<file path="src/rtl/lsu_pkg.sv">
// ----------------------------------------------------------------------------
// lsu_pkg
// Shared definitions for the MEM-stage load/store unit:
//   - operation codes carried on req_op (codes 8..15 are illegal)
//   - exception codes reported on resp_exc
//   - FSM state encoding used by mem_lsu
// ----------------------------------------------------------------------------
package lsu_pkg;

    typedef enum logic [3:0] {
        LSU_LB  = 4'd0,
        LSU_LBU = 4'd1,
        LSU_LH  = 4'd2,
        LSU_LHU = 4'd3,
        LSU_LW  = 4'd4,
        LSU_SB  = 4'd5,
        LSU_SH  = 4'd6,
        LSU_SW  = 4'd7
    } lsu_op_e;

    typedef enum logic [1:0] {
        EXC_NONE   = 2'd0,
        EXC_MIS_LD = 2'd1,
        EXC_MIS_ST = 2'd2,
        EXC_ILL    = 2'd3
    } lsu_exc_e;

    typedef enum logic [2:0] {
        ST_IDLE   = 3'd0,
        ST_LOAD   = 3'd1,
        ST_STORE  = 3'd2,
        ST_RMW_RD = 3'd3,
        ST_RMW_WR = 3'd4,
        ST_RESP   = 3'd5
    } lsu_state_e;

endpackage

</file>
<file path="src/rtl/lsu_lane.sv">
// ----------------------------------------------------------------------------
// lsu_lane
// Purely combinational byte-lane logic for the load/store unit.
//   op        : captured operation code
//   offset    : byte offset within the word (addr[1:0])
//   word      : word read from data memory
//   wdata     : store data, right-justified (byte in [7:0], half in [15:0])
//   load_data : selected byte/half/word, sign- or zero-extended per op
//   merged    : word with the store byte/half inserted into its lane(s)
// BIG_ENDIAN=0 puts byte offset k in bits [8k+7:8k]; BIG_ENDIAN=1 puts it in
// bits [31-8k:24-8k].
// ----------------------------------------------------------------------------
module lsu_lane
    import lsu_pkg::*;
#(
    parameter int BIG_ENDIAN = 0
) (
    input  logic [3:0]  op,
    input  logic [1:0]  offset,
    input  logic [31:0] word,
    input  logic [31:0] wdata,
    output logic [31:0] load_data,
    output logic [31:0] merged
);

    // Physical lane (0 = bits [7:0]) holding the addressed byte, and the
    // lower physical lane of the addressed halfword (0 or 2). In big-endian
    // mode the byte at the lower address is the more significant one, so a
    // halfword at offset 0 occupies physical lanes 3:2.
    logic [1:0]  lane_b;
    logic [1:0]  lane_h;
    logic [1:0]  lane;
    logic        is_half;
    logic [7:0]  byte_sel;
    logic [15:0] half_sel;
    logic [3:0]  lane_en;
    logic [31:0] ins_data;
    logic        unused_wdata;

    assign unused_wdata = ^wdata[31:16];

    always_comb begin
        lane_b = (BIG_ENDIAN != 0) ? ~offset : offset;
        lane_h = (BIG_ENDIAN != 0) ? {~offset[1], 1'b0} : {offset[1], 1'b0};

        case (lane_b)
            2'd0:    byte_sel = word[7:0];
            2'd1:    byte_sel = word[15:8];
            2'd2:    byte_sel = word[23:16];
            default: byte_sel = word[31:24];
        endcase
        half_sel = lane_h[1] ? word[31:16] : word[15:0];

        case (op)
            LSU_LB:  load_data = {{24{byte_sel[7]}}, byte_sel};
            LSU_LBU: load_data = {24'h0, byte_sel};
            LSU_LH:  load_data = {{16{half_sel[15]}}, half_sel};
            LSU_LHU: load_data = {16'h0, half_sel};
            default: load_data = word;
        endcase

        is_half  = (op == LSU_SH);
        lane     = is_half ? lane_h : lane_b;
        lane_en  = is_half ? (4'b0011 << lane) : (4'b0001 << lane);
        ins_data = (is_half ? {16'h0, wdata[15:0]} : {24'h0, wdata[7:0]})
                   << {lane, 3'b000};
    end

    generate
        for (genvar gi = 0; gi < 4; gi++) begin : g_merge
            assign merged[8*gi +: 8] = lane_en[gi] ? ins_data[8*gi +: 8]
                                                   : word[8*gi +: 8];
        end
    endgenerate

endmodule

</file>
<file path="src/rtl/mem_lsu.sv">
// ----------------------------------------------------------------------------
// mem_lsu
// Load/store initiator for the MEM stage. Converts one CPU memory op into
// accesses on a word-only data-memory port; sub-word stores are done as a
// read-modify-write.
//   clk, rst          : clock, synchronous active-high reset
//   req_valid/ready   : request handshake (ready only in IDLE)
//   req_op/addr/wdata : operation, byte address, right-justified store data
//   stall_req         : pipeline stall while an access is in flight
//   resp_valid        : one-cycle completion pulse
//   resp_rdata        : extended load data (0 for stores and errors)
//   resp_exc          : exception code (lsu_exc_e)
//   mem_addr          : word-aligned memory address
//   mem_read_en       : memory read strobe
//   mem_write_en      : memory write strobe (never asserted while rst is high)
//   mem_write_data    : full word to write
//   mem_result        : combinational read data from memory
// ----------------------------------------------------------------------------
module mem_lsu
    import lsu_pkg::*;
#(
    parameter int ADDR_W     = 32,
    parameter int BIG_ENDIAN = 0
) (
    input  logic              clk,
    input  logic              rst,
    input  logic              req_valid,
    output logic              req_ready,
    input  logic [3:0]        req_op,
    input  logic [ADDR_W-1:0] req_addr,
    input  logic [31:0]       req_wdata,
    output logic              stall_req,
    output logic              resp_valid,
    output logic [31:0]       resp_rdata,
    output logic [1:0]        resp_exc,
    output logic [ADDR_W-1:0] mem_addr,
    output logic              mem_read_en,
    output logic              mem_write_en,
    output logic [31:0]       mem_write_data,
    input  logic [31:0]       mem_result
);

    lsu_state_e        state_q, state_d;
    logic [3:0]        op_q, op_d;
    logic [ADDR_W-1:0] addr_q, addr_d;
    // Holds the store data, then the merged word once an RMW read completes.
    logic [31:0]       data_q, data_d;
    logic [31:0]       rdata_q, rdata_d;
    lsu_exc_e          exc_q, exc_d;

    logic [31:0]       load_data;
    logic [31:0]       merged;
    logic              req_misaligned;
    logic              req_is_store;

    lsu_lane #(
        .BIG_ENDIAN (BIG_ENDIAN)
    ) u_lane (
        .op        (op_q),
        .offset    (addr_q[1:0]),
        .word      (mem_result),
        .wdata     (data_q),
        .load_data (load_data),
        .merged    (merged)
    );

    always_comb begin
        req_is_store   = (req_op == LSU_SB) || (req_op == LSU_SH) ||
                         (req_op == LSU_SW);
        req_misaligned = (((req_op == LSU_LH) || (req_op == LSU_LHU) ||
                           (req_op == LSU_SH)) && req_addr[0]) ||
                         (((req_op == LSU_LW) || (req_op == LSU_SW)) &&
                          (req_addr[1:0] != 2'b00));
    end

    always_comb begin
        state_d = state_q;
        op_d    = op_q;
        addr_d  = addr_q;
        data_d  = data_q;
        rdata_d = rdata_q;
        exc_d   = exc_q;

        case (state_q)
            ST_IDLE: begin
                if (req_valid) begin
                    op_d    = req_op;
                    addr_d  = req_addr;
                    data_d  = req_wdata;
                    rdata_d = '0;
                    exc_d   = EXC_NONE;
                    if (req_op[3]) begin
                        exc_d   = EXC_ILL;
                        state_d = ST_RESP;
                    end else if (req_misaligned) begin
                        exc_d   = req_is_store ? EXC_MIS_ST : EXC_MIS_LD;
                        state_d = ST_RESP;
                    end else if (req_op == LSU_SW) begin
                        state_d = ST_STORE;
                    end else if (req_is_store) begin
                        state_d = ST_RMW_RD;
                    end else begin
                        state_d = ST_LOAD;
                    end
                end
            end
            ST_LOAD: begin
                rdata_d = load_data;
                state_d = ST_RESP;
            end
            ST_STORE: begin
                state_d = ST_RESP;
            end
            ST_RMW_RD: begin
                data_d  = merged;
                state_d = ST_RMW_WR;
            end
            ST_RMW_WR: begin
                state_d = ST_RESP;
            end
            ST_RESP: begin
                state_d = ST_IDLE;
            end
            default: begin
                state_d = ST_IDLE;
            end
        endcase
    end

    always_ff @(posedge clk) begin
        if (rst) begin
            state_q <= ST_IDLE;
            op_q    <= '0;
            addr_q  <= '0;
            data_q  <= '0;
            rdata_q <= '0;
            exc_q   <= EXC_NONE;
        end else begin
            state_q <= state_d;
            op_q    <= op_d;
            addr_q  <= addr_d;
            data_q  <= data_d;
            rdata_q <= rdata_d;
            exc_q   <= exc_d;
        end
    end

    // Memory-side outputs decode from state and captured registers only.
    logic access_rd;
    logic access_wr;

    always_comb begin
        access_rd      = (state_q == ST_LOAD) || (state_q == ST_RMW_RD);
        access_wr      = (state_q == ST_STORE) || (state_q == ST_RMW_WR);
        mem_read_en    = access_rd;
        mem_write_en   = access_wr && !rst;
        mem_addr       = (access_rd || access_wr) ? {addr_q[ADDR_W-1:2], 2'b00}
                                                  : '0;
        mem_write_data = access_wr ? data_q : '0;
        req_ready      = (state_q == ST_IDLE);
        stall_req      = (state_q != ST_IDLE) && (state_q != ST_RESP);
        resp_valid     = (state_q == ST_RESP);
        resp_rdata     = rdata_q;
        resp_exc       = exc_q;
    end

endmodule

</file>
<file path="config.mk">
export PLATFORM = sky130hd
export DESIGN_NAME = mem_lsu
export DESIGN_NICKNAME = d
export VERILOG_FILES = /design/src/rtl/lsu_pkg.sv /design/src/rtl/lsu_lane.sv /design/src/rtl/mem_lsu.sv
export SDC_FILE = /design/constraint.sdc
export NUM_CORES = 1
export LEC_CHECK = 0
export ABC_AREA = 1
export ABC_CLOCK_PERIOD_IN_PS = 1590
export BUFFER_PORTS_ARGS = -buffer_cell sky130_fd_sc_hd__buf_2
export CORE_ASPECT_RATIO = 0.8
export CORE_UTILIZATION = 45
export CTS_CLUSTER_SIZE = 14
export DETAILED_ROUTE_END_ITERATION = 10
export PLACE_DENSITY = 0.84
export SYNTH_ARGS = -nofsm -noshare
export SYNTH_HDL_FRONTEND = slang
export SYNTH_SLANG_ARGS = --single-unit
</file>
<file path="constraint.sdc">
create_clock -name clk -period 1.59 [get_ports clk]
set_input_delay 0.2385 -clock clk [delete_from_list [all_inputs] [get_ports clk]]
set_output_delay 0.2385 -clock clk [all_outputs]
set_load 0.02 [all_outputs]
</file>
* Yosys cells after proc, flatten, opt, wreduce, memory -nomap -nowiden *
Index checks and enable logic that the tools add are counted.

word-level totals
  input bits = 103
  output and inout bits = 103
  bits in registers = 105
  logic and storage cells = 78

cells by class
  reduce and logical (&&, ||, !) cells = 25
  equal/unequal tests = 19
  shifts and indexed selects = 3
  muxes and demuxes = 25

operators with widths
  cell                                                                   count
  32-bit two-way mux                                                     4
  32-bit one-hot mux with 2 select lines                                 2
  32-bit one-hot mux with 4 select lines                                 1
  16-bit two-way mux                                                     2
  8-bit two-way mux                                                      4
  16-bit by 5-bit << shifter with 32-bit output                          1
  8-bit one-hot mux with 3 select lines                                  1
  4-bit by 3-bit equality test with 1-bit output, second input constant  5
  4-bit by 2-bit equality test with 1-bit output, second input constant  4
  2-bit two-way mux                                                      5
  1-bit logical OR                                                       9
  3-bit two-way mux                                                      3
  3-bit one-hot mux with 3 select lines                                  1
  3-bit by 2-bit equality test with 1-bit output, second input constant  2
  3-bit equality test, second input constant                             2
  2-bit AND reduction                                                    3
  2-bit nonzero test                                                     3
  4-bit by 1-bit equality test with 1-bit output, second input constant  1
  1-bit logical AND                                                      4
  4-bit zero test                                                        1
  4-bit two-way mux                                                      1
  1-bit by 2-bit << shifter with 4-bit output, first input constant      1
  2-bit by 2-bit << shifter with 4-bit output, first input constant      1
  3-bit by 1-bit equality test with 1-bit output, second input constant  1
  10 further kinds                                                       10

* Logic depth before layout (Yosys ltp) *
  word-level depth = 9
  gate-level depth with buffers = 11
  gate-level depth less buffers = 10

* Cells and area by module *
Synthesis repeated with hierarchy kept, for this count alone.

unflattened totals
  cell total of the unflattened synthesis = 1024
  area, all modules = 6307.3 µm²

modules (own cells, without submodules)
  module    cells each  sequential area each (µm²)  area an instance (µm²)  times used
  mem_lsu   703         2102.0                      4790.8                  1
  lsu_lane  321         0.0                         1516.5                  1

* Least setup slack after synthesis *
OpenSTA, ideal clock, no wires.

  kind = register -> output
  start = reg state_q[2]
  end = out mem_addr[10]
  arrival time = 1.315 ns
  setup slack = 0.037 ns
  path buffers = 1
  cell stages (with the launch flop) = 8
  cell sequence = dfxtp_1 > nor2_2 > nor2_1 > nand2_1 > nand2_1 > inv_1 > clkbuf_1 > nor2_1

between the ends
  longest elaborated chain between the ends = 4

ends and longest elaborated chain
  item                                                                          line                            RTL
  start, declared                                                               mem_lsu.sv:43                   lsu_state_e state_q, state_d;
  start signal, assigned                                                        mem_lsu.sv:139                  state_q <= state_d;
  3-bit by 1-bit equality test with 1-bit output, or another cell as far along  mem_lsu.sv:153                  access_rd = (state_q == ST_LOAD) || (state_q == ST_RMW_RD);
  1-bit logical OR (on tied branches)                                           mem_lsu.sv:153, mem_lsu.sv:154
  1-bit logical OR *                                                            mem_lsu.sv:157                  mem_addr = (access_rd || access_wr) ? {addr_q[ADDR_W-1:2], 2'b00}
  32-bit two-way mux *                                                          mem_lsu.sv:157
  end, declared                                                                 mem_lsu.sv:36                   output logic [ADDR_W-1:0] mem_addr,

Every way passes the cells marked *; elsewhere a longest branch is shown, timed or not.

* Worst setup path in the final report *
  start = reg state_q[1]
  end = out mem_write_data[30]

between the ends
  longest elaborated chain between the ends = 3

ends and longest elaborated chain
  item                                                                                   line            RTL
  3-bit by 2-bit equality test with 1-bit output or 3-bit equality test (tied branches)  mem_lsu.sv:154  access_wr = (state_q == ST_STORE) || (state_q == ST_RMW_WR);
  1-bit logical OR *                                                                     mem_lsu.sv:154
  32-bit two-way mux *                                                                   mem_lsu.sv:159  mem_write_data = access_wr ? data_q : '0;
  end, declared                                                                          mem_lsu.sv:39   output logic [31:0] mem_write_data,

Marks and branches as above.

==> results.toml <==
[layout]
final_core_util_pct = 68.2
nNetsFinal = 1235
final_common_cell = "nand2_1"
instances_no_fill = 1308
fin_area_um2 = 8410
n_antenna_cell = 0
area_growth_syn_to_layout_pct = 45.3
multi_input_area_um2 = 3360
final_cell_mix = "nand2_1 (175), a21oi_1 (148), buf_2 (139)"
fillCellCount = 1037
layout-drive-gt1-share_pct = 31.2
seq_area_um2 = 2110

[drt]
drt.antenna.violating_nets = 0
drc_errors = 1
detail_route.wirelength_um = 21500
wl_per_cell_um = 16.5
vias_per_cell = 5.45
drtPass1Iterations = 8
vias = 7132
drtIter0Drc = 846

[critical_path]
slowest_stage = "dfxtp_2"
max_stage_delay_ns = 0.39
path_cells = "nor2_4 -> nor2_2 -> nand2_2 -> buf_6 -> buf_12 -> nor2_1 -> buf_4"
crit_required_ns = 1.35
arrival_ns = 1.64
reg2reg_setup_slack_ns = -0.06
worst-r2r-cell-count = 9
r2r_start = "state_q[0]$_SDFFE_PP0P_"
start_kind = "register"
end_kind = "output pin"
critPathKind = "reg2out"
critPathMaxFanout = 16
regToRegEndpoint = "resp_rdata[28]$_SDFFE_PP0P_"

[placement]
dpl.hpwl_um = 13900
placed_area_um2 = 7080
placed_cells = 1281
io_buffers = 203
routabilityCongestion = 0.942

[timing]
fin_crit_sh_pct = 118
hold_violations = 0
drv_slew = 0
fmax_mhz = 534
layout_setup_ws_ns = -0.284
skew_ns = 0.0119
rsz0062_at_grt = "yes"
report.final.setup_viol = 77
min_period_ns = 1.87
fin_setup_tns_ns = -12.73

[global_routing]
grt_pass1_wl_um = 30500
antenna_found_initial = 0
track_usage_pct = 29.4
grt_pass1_vias = 6155
overflow = 0
grt_max_degree = 70

[clock_network]
cts_made_buffers = 9
cts_buffer_depth = 2
cts_tree = "built"
hold_buffers = 0
clkSinkCount = 105
cts-root-buf = "clkbuf_16"
htree_num_levels = 3
insertion_delay_ns = 0.36
path_clk_slew_ns = 0.08

[logic_synthesis]
synth-compound-area-share_pct = 21.2
synth_cell_types = 31
synthAdderAreaFrac_pct = 0
syn-cell-area_um2 = 5790
synth_top_family_by_area = "simple AND/OR/NAND/NOR gates"
muxShareOfSynthArea_pct = 0
synthSimpleGateAreaFrac_pct = 29.4
netlist_top_cells_area = "dfxtp_1 (36%), a21oi_1 (13%), nand2_1 (11%), nor2_1 (8.5%), inv_1 (7.5%)"
postSynthCellCount = 935
ys_ff_latch = 105
yosys_warnings = 0
yosys.area.top_type = "dfxtp_1"
yosysTopAreaCellShare_pct = 36.3
synth_xor_area_share_pct = 0
synth-seq-area-share_pct = 36.3
syn_avg_cell_area_um2 = 6.19

[status]
status = "complete, but fails checks"
violations = "design-rule violations, negative setup slack"

[floorplan]
start_util_pct = 46.9
io-pin-count = 206
core_area_um2 = 12300
die_y_um = 103
die_area_um2 = 13300
die_w_um = 129
rows = 36

[power_and_ir_drop]
pwr-share-clk_pct = 16.6
p_leak_nw = 3.87
swShare_pct = 46.2
power.switching_w = 0.00620
ir_drop_uv = 1100
pwr-share-comb_pct = 56.4
seqPwrFrac_pct = 26.9
power_w = 0.0134
powerDensity_nw_per_um2 = 1590
intPower_w = 0.00721

[min_path]
min_from = "req_op[3]"
hold_end = "state_q[1]$_SDFFE_PP0P_"
holdCritPathClass = "in2reg"
hold_depth = 2

[flow_run]
maxCapViolCount = 0
==> final cells by class <==
| cell class | count | area share (%) |
|---|---|---|
| multi-input combinational | 647 | 40.0 |
| sequential | 105 | 25.1 |
| timing repair buffer | 246 | 23.2 |
| inverter | 123 | 5.70 |
| clock buffer | 9 | 2.68 |
| tap | 171 | 2.54 |
| clock inverter | 7 | 0.863 |
==> cell usage after synthesis <==
master,n
nand2_1,177
a21oi_1,148
nor2_1,131
inv_1,115
dfxtp_1,105
o21ai_0,80
nand3_1,62
clkbuf_1,28
buf_2,22
o22ai_1,8
inv_2,7
nor3_1,7
or2_0,6
nand2_2,5
buf_1,4
buf_4,4
buf_6,3
nor2_2,3
o21ai_1,3
or2_2,3
a31oi_1,2
nand2_4,2
nand3_2,2
conb_1,1
inv_4,1
nand4_1,1
nor2_4,1
nor2_8,1
nor4_1,1
o211ai_1,1
or2_1,1
==> critical path: cells and delay by family (launching register included) <==
family	cells	cell delay, ns
DFF	1	0.39
and+or+nand+nor	4	0.39
buffers and inverters	3	0.49
==> metrics by stage <==
step,setup WS [ns],hold slack (ns)
5_1_grt,-0.358,0.102
4_1_cts,-0.236,0.0901
6_report,-0.284,0.108
3_3_place_gp,0.0867,0.441
3_5_place_dp,0.0346,0.444
2_1_floorplan,0.0370,0.317
==> worst max path at each step <==
stage,from,endpoint
detailed placement,state_q[2]$_SDFFE_PP0P_,mem_addr[24]
global placement,state_q[2]$_SDFFE_PP0P_,mem_addr[10]
floorplan,state_q[2]$_SDFFE_PP0P_,mem_addr[10]
finish,state_q[1]$_SDFFE_PP0P_,mem_write_data[30]
global route,state_q[2]$_SDFFE_PP0P_,mem_write_data[30]
CTS,state_q[2]$_SDFFE_PP0P_,mem_addr[8]
==> cell families (layout without fill, tap and decap cells) <==
| family | after synthesis | after routing |
|---|---|---|
| other cells | 1 | 2 |
| flops | 105 | 105 |
| buf+inv | 184 | 385 |
| simple gates | 403 | 403 |
| compound gates | 242 | 242 |
==> power groups by stage <==
stage,sequential (W),combinational (W),clock (W)
3_3_place_gp,0.00361,0.00537,0
5_1_grt,0.00367,0.00812,0.00235
6_report,0.00361,0.00757,0.00223
4_1_cts,0.00359,0.00650,0.00224
2_1_floorplan,0.00378,0.00359,0
3_5_place_dp,0.00363,0.00545,0
==> registers in the layout, indices dropped and copies added (netlist names) <==
name	flops
data_q	32
resp_rdata	32
resp_exc	2
addr_q	32
op_q	4
state_q	3
==> per-layer routing <==
metal,global-route usage [%],up-vias,part of all wire [%]
met5,0,-,0
met4,10.8,0,3.5
met3,6.07,78,11
met2,48.1,477,46
met1,38.7,3206,40
li1,-,3371,-
==> what timing repair did <==
| action | CTS | global route |
|---|---|---|
| hold endpoints to repair | 0 | 0 |
| pin swaps | 4 | 5 |
| cloned | 3 | 4 |
| resized for setup | 144 | 113 |
| setup endpoints to repair | 64 | 116 |
| buffers inserted | 4 | 1 |
Power figures use the tool's default switching activity.
